===== config.mk =====
export PLATFORM = sky130hd
export DESIGN_NAME = assoc_cache
export DESIGN_NICKNAME = d
export VERILOG_FILES = /design/src/rtl/assoc_cache_pkg.sv /design/src/rtl/assoc_cache_lru_ages.sv /design/src/rtl/assoc_cache.sv
export SDC_FILE = /design/constraint.sdc
export NUM_CORES = 2
export LEC_CHECK = 0
export CAP_MARGIN = 25
export CORE_MARGIN = 8
export CORE_UTILIZATION = 65
export CTS_CLUSTER_DIAMETER = 100
export CTS_CLUSTER_SIZE = 40
export DETAILED_ROUTE_END_ITERATION = 16
export PLACE_DENSITY = 0.81
export SYNTH_ARGS = -nofsm -noshare
export SYNTH_HDL_FRONTEND = slang
export SYNTH_HIERARCHICAL = 1
export SYNTH_SLANG_ARGS = --single-unit

===== constraint.sdc =====
create_clock -name clk -period 15 [get_ports clk]
set_input_delay 4.5 -clock clk [delete_from_list [all_inputs] [get_ports clk]]
set_output_delay 4.5 -clock clk [all_outputs]
set_load 0.1 [all_outputs]

===== src/rtl/assoc_cache_pkg.sv =====
// ============================================================================
// cache_pkg : shared FSM state type and geometry-derived field widths
// Rev 1.0
// ============================================================================
`default_nettype none

package cache_pkg;

  typedef enum logic [1:0] {
    ST_IDLE   = 2'd0,
    ST_LOOKUP = 2'd1,
    ST_MISS   = 2'd2
  } state_e;

  function automatic int off_w(input int line_words);
    return $clog2(line_words);
  endfunction

  function automatic int idx_w(input int sets);
    return $clog2(sets);
  endfunction

  function automatic int tag_w(input int addr_w, input int sets, input int line_words);
    return addr_w - $clog2(sets) - $clog2(line_words);
  endfunction

  // A direct-mapped instance still carries a one-bit age/way field.
  function automatic int age_w(input int ways);
    return (ways > 1) ? $clog2(ways) : 1;
  endfunction

endpackage

`default_nettype wire


===== src/rtl/assoc_cache_lru_ages.sv =====
// ============================================================================
// lru_ages : per-set true-LRU age array with combinational victim select
// Rev 1.0
// ============================================================================
`default_nettype none

module lru_ages #(
  parameter int SETS  = 16,
  parameter int WAYS  = 2,
  parameter int IDX_W = 4,
  parameter int AGE_W = 1
) (
  input  logic             clk,
  input  logic             rst,
  input  logic             clear_i,
  input  logic             upd_i,
  input  logic [IDX_W-1:0] set_i,
  input  logic [AGE_W-1:0] way_i,
  input  logic [WAYS-1:0]  valid_i,
  output logic [AGE_W-1:0] victim_o
);

  logic [AGE_W-1:0] ages_q [SETS][WAYS];
  logic [AGE_W-1:0] w_oldAge;

  assign w_oldAge = ages_q[set_i][way_i];

  always_ff @(posedge clk or posedge rst) begin
    if (rst) begin
      for (int s = 0; s < SETS; s++)
        for (int w = 0; w < WAYS; w++)
          ages_q[s][w] <= AGE_W'(w);
    end else if (clear_i) begin
      for (int s = 0; s < SETS; s++)
        for (int w = 0; w < WAYS; w++)
          ages_q[s][w] <= AGE_W'(w);
    end else if (upd_i) begin
      // Accessed way becomes MRU; only the ways younger than it age by one.
      for (int w = 0; w < WAYS; w++) begin
        if (AGE_W'(w) == way_i)
          ages_q[set_i][w] <= '0;
        else if (ages_q[set_i][w] < w_oldAge)
          ages_q[set_i][w] <= ages_q[set_i][w] + 1'b1;
      end
    end
  end

  always_comb begin
    victim_o = '0;
    for (int w = 0; w < WAYS; w++)
      if (ages_q[set_i][w] == AGE_W'(WAYS - 1))
        victim_o = AGE_W'(w);
    // Descending scan so the lowest-index invalid way wins.
    for (int w = WAYS - 1; w >= 0; w--)
      if (!valid_i[w])
        victim_o = AGE_W'(w);
  end

endmodule

`default_nettype wire


===== src/rtl/assoc_cache.sv =====
// ============================================================================
// assoc_cache : N-way set-associative read cache, true-LRU, line refill, flush
// Rev 1.0
// ============================================================================
`default_nettype none

module assoc_cache
  import cache_pkg::*;
#(
  parameter int ADDR_W     = 16,
  parameter int WORD_W     = 16,
  parameter int LINE_WORDS = 4,
  parameter int SETS       = 16,
  parameter int WAYS       = 2,
  parameter int CNT_W      = 16
) (
  input  logic                         clk,
  input  logic                         rst,
  input  logic                         reqValid,
  input  logic [ADDR_W-1:0]            reqAddr,
  output logic                         reqReady,
  output logic                         respValid,
  output logic [WORD_W-1:0]            respData,
  output logic                         memReqValid,
  output logic [ADDR_W-1:0]            memReqAddr,
  input  logic                         memRespValid,
  input  logic [LINE_WORDS*WORD_W-1:0] memRespData,
  input  logic                         flush,
  output logic [CNT_W-1:0]             hitCount,
  output logic [CNT_W-1:0]             missCount
);

  localparam int OFF_W  = off_w(LINE_WORDS);
  localparam int IDX_W  = idx_w(SETS);
  localparam int TAG_W  = tag_w(ADDR_W, SETS, LINE_WORDS);
  localparam int AGE_W  = age_w(WAYS);
  localparam int LINE_W = LINE_WORDS * WORD_W;

  state_e            state_q, state_d;
  logic [ADDR_W-1:0] addr_q;
  logic              flushPend_q, flushPend_d;
  logic              respValid_q;
  logic [WORD_W-1:0] respData_q;
  logic [CNT_W-1:0]  hitCount_q, missCount_q;
  logic [WAYS-1:0]   valid_q [SETS];
  logic [TAG_W-1:0]  tags_q  [SETS][WAYS];
  logic [LINE_W-1:0] lines_q [SETS][WAYS];

  logic [OFF_W-1:0]  w_off;
  logic [IDX_W-1:0]  w_idx;
  logic [TAG_W-1:0]  w_tag;
  logic [WAYS-1:0]   w_hitVec;
  logic [AGE_W-1:0]  w_hitWay, w_victim;
  logic              w_accept, w_flushExec, w_hit, w_miss, w_fill;

  // Word 0 occupies the most significant slot of a line.
  function automatic logic [WORD_W-1:0] pick(input logic [LINE_W-1:0] line,
                                             input logic [OFF_W-1:0]  off);
    return line[(LINE_WORDS - 1 - int'(off)) * WORD_W +: WORD_W];
  endfunction

  assign w_off = addr_q[OFF_W-1:0];
  assign w_idx = addr_q[OFF_W +: IDX_W];
  assign w_tag = addr_q[ADDR_W-1 -: TAG_W];

  always_comb begin
    w_hitVec = '0;
    w_hitWay = '0;
    for (int w = 0; w < WAYS; w++) begin
      w_hitVec[w] = valid_q[w_idx][w] && (tags_q[w_idx][w] == w_tag);
      if (w_hitVec[w])
        w_hitWay = AGE_W'(w);
    end
  end

  always_comb begin
    state_d     = state_q;
    w_accept    = 1'b0;
    w_flushExec = 1'b0;
    w_hit       = 1'b0;
    w_miss      = 1'b0;
    w_fill      = 1'b0;
    case (state_q)
      ST_IDLE: begin
        if (flushPend_q) begin
          w_flushExec = 1'b1;
        end else if (reqValid) begin
          w_accept = 1'b1;
          state_d  = ST_LOOKUP;
        end
      end
      ST_LOOKUP: begin
        if (|w_hitVec) begin
          w_hit   = 1'b1;
          state_d = ST_IDLE;
        end else begin
          w_miss  = 1'b1;
          state_d = ST_MISS;
        end
      end
      ST_MISS: begin
        if (memRespValid) begin
          w_fill  = 1'b1;
          state_d = ST_IDLE;
        end
      end
      default: state_d = ST_IDLE;
    endcase
    flushPend_d = flush | (flushPend_q & ~w_flushExec);
  end

  always_ff @(posedge clk or posedge rst) begin
    if (rst) begin
      state_q     <= ST_IDLE;
      addr_q      <= '0;
      flushPend_q <= 1'b0;
      respValid_q <= 1'b0;
      respData_q  <= '0;
      hitCount_q  <= '0;
      missCount_q <= '0;
      for (int s = 0; s < SETS; s++)
        valid_q[s] <= '0;
    end else begin
      state_q     <= state_d;
      flushPend_q <= flushPend_d;
      respValid_q <= w_hit | w_fill;
      if (w_accept)
        addr_q <= reqAddr;
      if (w_hit)
        respData_q <= pick(lines_q[w_idx][w_hitWay], w_off);
      else if (w_fill)
        respData_q <= pick(memRespData, w_off);
      if (w_hit && (hitCount_q != '1))
        hitCount_q <= hitCount_q + 1'b1;
      if (w_miss && (missCount_q != '1))
        missCount_q <= missCount_q + 1'b1;
      if (w_flushExec) begin
        for (int s = 0; s < SETS; s++)
          valid_q[s] <= '0;
      end else if (w_fill) begin
        valid_q[w_idx][w_victim] <= 1'b1;
      end
    end
  end

  // Tag and line storage is RAM-like and carries no reset; valid bits guard it.
  always_ff @(posedge clk) begin
    if (w_fill) begin
      tags_q[w_idx][w_victim]  <= w_tag;
      lines_q[w_idx][w_victim] <= memRespData;
    end
  end

  lru_ages #(
    .SETS  (SETS),
    .WAYS  (WAYS),
    .IDX_W (IDX_W),
    .AGE_W (AGE_W)
  ) u_lru (
    .clk      (clk),
    .rst      (rst),
    .clear_i  (w_flushExec),
    .upd_i    (w_hit | w_fill),
    .set_i    (w_idx),
    .way_i    (w_hit ? w_hitWay : w_victim),
    .valid_i  (valid_q[w_idx]),
    .victim_o (w_victim)
  );

  assign reqReady    = (state_q == ST_IDLE) && !flushPend_q;
  assign respValid   = respValid_q;
  assign respData    = respData_q;
  assign memReqValid = (state_q == ST_MISS);
  assign memReqAddr  = {addr_q[ADDR_W-1:OFF_W], {OFF_W{1'b0}}};
  assign hitCount    = hitCount_q;
  assign missCount   = missCount_q;

endmodule

`default_nettype wire


Word level (Yosys, flattened, before mapping)

Memory sizes are Yosys's and may differ from the RTL's.
Index checks and enable logic that the tools add are counted.
W data, S select, Z words.

Flip-flop bits (word level): 132
Word-level logic and storage cells: 173
Input port bits: 85
Memory bits (writable): 2368
Output and inout bits: 67
Memories: 2

Order comparisons: 10
Reduce and logical (&&, ||, !) cells: 15
Shift operators: 2
Multiplexer cells: 62
Equal/unequal tests: 9
Add/sub/neg operators: 5
Bitwise operators: 13

Memories:

| name    | depth | width | read ports | clocked after Yosys merged registers in | wr ports | line              | text |
|---|---|---|---|---|---|---|---|
| lines_q | 16    | 128   | 1          | 0                                       | 1        | assoc_cache.sv:47 | `logic [LINE_W-1:0] lines_q [SETS][WAYS];` |
| tags_q  | 16    | 20    | 1          | 0                                       | 1        | assoc_cache.sv:46 | `logic [TAG_W-1:0] tags_q [SETS][WAYS];` |

Operators with widths:

| operator                | count |
|---|---|
| $mux W32                | 10 |
| $mux W64                | 4 |
| $mux W128               | 1 |
| $shiftx A64 B7 Y16      | 2 |
| $and A32 B32 Y32        | 2 |
| $bwmux W32              | 2 |
| $demux W64 S1           | 1 |
| $not A32 Y32            | 2 |
| $add A16 B1 Y16 const B | 2 |
| $mux W16                | 2 |
| $ne A16 B16 Y1 const B  | 2 |
| $or A32 B32 Y32         | 1 |
| $demux W2 S4            | 3 |
| $mux W1                 | 22 |
| $eq A10 B10 Y1          | 2 |
| $mux W2                 | 10 |
| $mux W20                | 1 |
| $bmux W2 S4             | 2 |
| $demux W10 S1           | 1 |
| $mux W10                | 1 |
| $logic_and A1 B1 Y1     | 8 |
| $ge A2 B2 Y1 const B    | 3 |
| $not A1 Y2              | 3 |
| $pmux W2 S3             | 1 |
| 22 further kinds        | 28 |

Logic depth before layout (Yosys ltp)

Depth after elaboration: 23
Depth in mapped cells: 21
Gate-level depth less buffers: 13

By module

The synthesis kept the hierarchy.

Modules (own cells, without submodules):

| module      | area an instance (um^2) | times used | cells each | sequential area each (um^2) |
|---|---|---|---|---|
| assoc_cache | 95839.4                 | 1          | 4196       | 73610.6 |
| lru_ages    | 1924.3                  | 1          | 195        | 820.8 |

Least setup slack after synthesis

No wires, ideal clock.

Kind: input to register
From: in memRespValid
To: mem lines_q[0][0] in the netlist's numbering (enable)
Required time: 14491 ps
Setup time: 509 ps
Path buffers: 1
Data arrival time: 8267 ps
Cell stages on the path: 4
Setup slack: 6224 ps
Cell sequence: and2_1 > clkbuf_1 > nand3_1 > nor2_1

Longest elaborated chain between the ends: 4

Ends and longest elaborated chain:

| item                            | line               | text |
|---|---|---|
| from (decl)                     | assoc_cache.sv:26  | `input logic memRespValid,` |
| $mux W1                         | assoc_cache.sv:102 | `if (memRespValid) begin` |
| $mux W1                         | assoc_cache.sv:83  | `case (state_q)` |
| $mux W1                         | assoc_cache.sv:148 | `if (w_fill) begin` |
| $mux W128 (implied by the code) | assoc_cache.sv:150 | `lines_q[w_idx][w_victim] <= memRespData;` |
| to (decl)                       | assoc_cache.sv:47  |  |

No other way between the ends.

Worst setup path in the final report

From: in memRespValid
To: mem lines_q[3][70] in the netlist's numbering (enable)

Same word-level chain as after synthesis.

==> impl_metrics.tcl <==
set metrics [dict create \
    insertion_delay_ns 0.77 \
    die-width_um 404 \
    fin_total_pwr_mw 16.3 \
    min_path_type "reg -> reg" \
    netlist.area_leader.share 0.727 \
    ys_top_cells_by_area "sky130_fd_sc_hd__edfxtp_1 73%, sky130_fd_sc_hd__mux4_2 17%, sky130_fd_sc_hd__dfrtp_1 3.0%" \
    clock_sink_count 2500 \
    fillerInstances 8530 \
    antenna_found_initial 16 \
    grt_first_pass_wirelength_mm 342 \
    largest_net_degree_at_the_start_of_global_routing 98 \
    finish.net_count 4612 \
    design.core.area_um2 150000 \
    worst-endpoint-arrival_ns 8.70 \
    avgSynthCellArea_um2 22.3 \
    clk_path_buf_depth 3 \
    cts_htree_levels 3 \
    number_of_vias_in_the_routed_layout 47600 \
    netlist.top_cell.by_area "sky130_fd_sc_hd__edfxtp_1" \
    final.setup_skew_ns 0.0552 \
    r2r_cells 12 \
    max_fo_critical_path 46 \
    num_cts_buffers 73 \
    worst_r2r_endpoint "lines_q[3][70]" \
    start_util 0.654 \
    synthesis.instances 4391 \
    via_count_of_the_first_global_routing_pass 47600 \
    post_cts_clock_slew_at_the_launch_and_capture_registers_of_the_worst_setup_and_hold_paths_ns 0.13 \
    grt_setup_unrepaired "no" \
    synthesis.area_um2 97800 \
    hold_fix_buffer_count_after_cts 0 \
    fp.dieH_um 404 \
    cp-startpoint "memRespValid" \
    setup.worst_path.end "lines_q[3][70]" \
    synth.yosys.seq_area_share 0.761 \
    area.growth.synth_to_final_pct 7.04 \
    boundaryPins 152 \
    post_cts.repair.setup_buffers 0 \
    ys_top_cells_by_count "2368 x sky130_fd_sc_hd__edfxtp_1, 730 x sky130_fd_sc_hd__mux4_2, 178 x sky130_fd_sc_hd__nor2_1" \
    final_antenna_net_count 0 \
    timing.final.setup_violations 0 \
    tightestPinTransition_ns 1.14 \
    number_of_failing_hold_endpoints_at_the_final_stage 0 \
    synth_top_flop_cell "sky130_fd_sc_hd__edfxtp_1" \
    yosys_register_bits 2500 \
    std_cell_rows 142 \
    cap_viol_max_count 0 \
    detail_route.first_pass.iterations 6 \
    reg2reg_setup_slack_ns 7.98 \
    irDropWorstVdd_mv 0.286 \
    status "complete, no violations" \
    timing.fmax_mhz 120 \
    vias_per_cell 7.20 \
    synth.lib_cells_used.distinct 74 \
    globalRouteTotalUtil 0.293 \
    clock_tree.root_cell "sky130_fd_sc_hd__clkbuf_16" \
    cts_resized 0 \
    worst_ep_required_ns 15.38 \
    fin_crit_sh 0.554 \
    crit_path_start_kind "input pin" \
    port_buffers 149 \
    dp.final_hpwl_mm 139 \
    endpoint_kind "flip-flop" \
    synth.most_common_cell "sky130_fd_sc_hd__edfxtp_1" \
    drv_slew 0 \
    wl_per_cell_um 36.9 \
    die_area_um2 163000 \
    synthesis.yosys.warnings 6 \
    synthArstFlopShare 0.0528 \
    drc 0 \
    total_leakage_power_nw 32.6 \
    overflow 0 \
    initialDrtViolationCount 7258 \
    path_class "in -> reg" \
    cts_tree "built" \
    drive_above_1_share 0.236 \
    ff_latch_area_um2 74500 \
    worstReg2RegStart "addr_q[2]" \
    globalplace.congestion 0.847 \
    synth_enable_flop_cells 2368 \
    setup_tns_ns 0 \
    finalCriticalPeriod_ns 8.31 \
    drt_wl_total_mm 244 \
    multi_input_area_um2 22300 \
    power_per_cell_area_nw_per_um2 156 \
    timing.slew.headroom 0.235 \
]
## cell type report
class | count | area share
antenna | 17 | 0.000407
inverter | 22 | 0.000885
sequential | 2500 | 0.711
multi-input combinational | 1606 | 0.213
tap | 2016 | 0.0241
timing repair buffer | 322 | 0.0294
clock inverter | 7 | 0.00114
clock buffer | 115 | 0.0196
## worst max-delay path: stages
cell	delay, ns
sky130_fd_sc_hd__clkdlybuf4s50_1	0.57
sky130_fd_sc_hd__nand2_1	0.64
sky130_fd_sc_hd__nor2_1	0.66
sky130_fd_sc_hd__nand2_1	0.37
sky130_fd_sc_hd__nor2_4	0.94
sky130_fd_sc_hd__buf_4	0.86
## state kept, by name, summed over array words and instances, names as in the netlist
signal / flops
lines_q: 2048
tags_q: 320
u_lru/ages_q: 32
valid_q: 32
addr_q: 16
hitCount: 16
missCount: 16
respData: 16
state_q: 2
flushPend_q: 1
respValid: 1
## cell families (layout without fill, tap and decap cells)
logic type / after synthesis / after routing / share of synthesized area
buffers and inverters: 286 / 466 / 0.0132
DFF: 2500 / 2500 / 0.761
AOI/OAI and AO/OA: 153 / 153 / 0.0121
xor gates and xnor gates: 46 / 46 / 0.00412
other: 1 / 19 / 0.0000384
adders and majority gates: 2 / 2 / 0.000256
muxes: 856 / 856 / 0.182
and+or+nand+nor: 547 / 547 / 0.0269
## routing by layer
layer	vias up	global-route usage	share of wire
li1	18500	-	-
met1	24800	0.388	0.33
met2	3675	0.470	0.49
met3	559	0.0698	0.12
met4	8	0.137	0.056
met5	-	0	0.00023
## placed cells by master (no fill, tap or decap), types with 19 or more instances in the layout
cell / netlist / routed
sky130_fd_sc_hd__xor2_1: 21 / 21
sky130_fd_sc_hd__mux4_2: 730 / 730
sky130_fd_sc_hd__clkbuf_1: 150 / 39
sky130_fd_sc_hd__nor2_4: 2 / 34
sky130_fd_sc_hd__a22oi_1: 19 / 19
sky130_fd_sc_hd__nand3_1: 51 / 51
sky130_fd_sc_hd__o21a_1: 30 / 29
sky130_fd_sc_hd__nor2_1: 178 / 146
sky130_fd_sc_hd__nand4_1: 25 / 25
sky130_fd_sc_hd__nand2_1: 125 / 125
sky130_fd_sc_hd__or3_1: 32 / 32
sky130_fd_sc_hd__mux2i_1: 106 / 106
sky130_fd_sc_hd__dfrtp_1: 116 / 110
sky130_fd_sc_hd__clkdlybuf4s50_1: 0 / 147
sky130_fd_sc_hd__edfxtp_1: 2368 / 2368
sky130_fd_sc_hd__buf_4: 27 / 152
sky130_fd_sc_hd__xnor2_1: 25 / 25
sky130_fd_sc_hd__and3_1: 42 / 42
sky130_fd_sc_hd__clkbuf_16: 0 / 77
sky130_fd_sc_hd__nor3_1: 38 / 38
## worst min-delay path by stage
stage                      from               end  cells after the start
6_report            hitCount[6]       hitCount[6]                      1
5_1_grt             hitCount[8]       hitCount[8]                      1
4_1_cts             hitCount[6]       hitCount[6]                      1
3_5_place_dp        hitCount[6]       hitCount[6]                      1
3_3_place_gp    u_lru/ages_q[5]   u_lru/ages_q[5]                      1
2_1_floorplan  u_lru/ages_q[11]  u_lru/ages_q[11]                      1
## power by group
part / internal, mW / switching (mW) / total, mW / leakage (nW)
Sequential: 7.86 / 0.186 / 8.04 / 23.0
Clock: 0.994 / 1.92 / 2.92 / 1.04
Combinational: 2.25 / 3.09 / 5.34 / 8.57
Total: 11.1 / 5.20 / 16.3 / 32.6
## per-stage QoR
step                      hold slack, ns  setup slack [ns]  instances  utilization  instance area (µm²)
after floorplan                    0.459              6.22       4392            -                97800
after global placement             0.472              6.17       6448        0.682               102000
after detailed placement           0.480              6.09       6458        0.683               102000
after CTS                          0.498              6.86       6580        0.698               104000
after global routing               0.528              6.75       6591        0.699               105000
final                              0.491              6.69       6605        0.700               105000
Power figures use the tool's default switching activity.
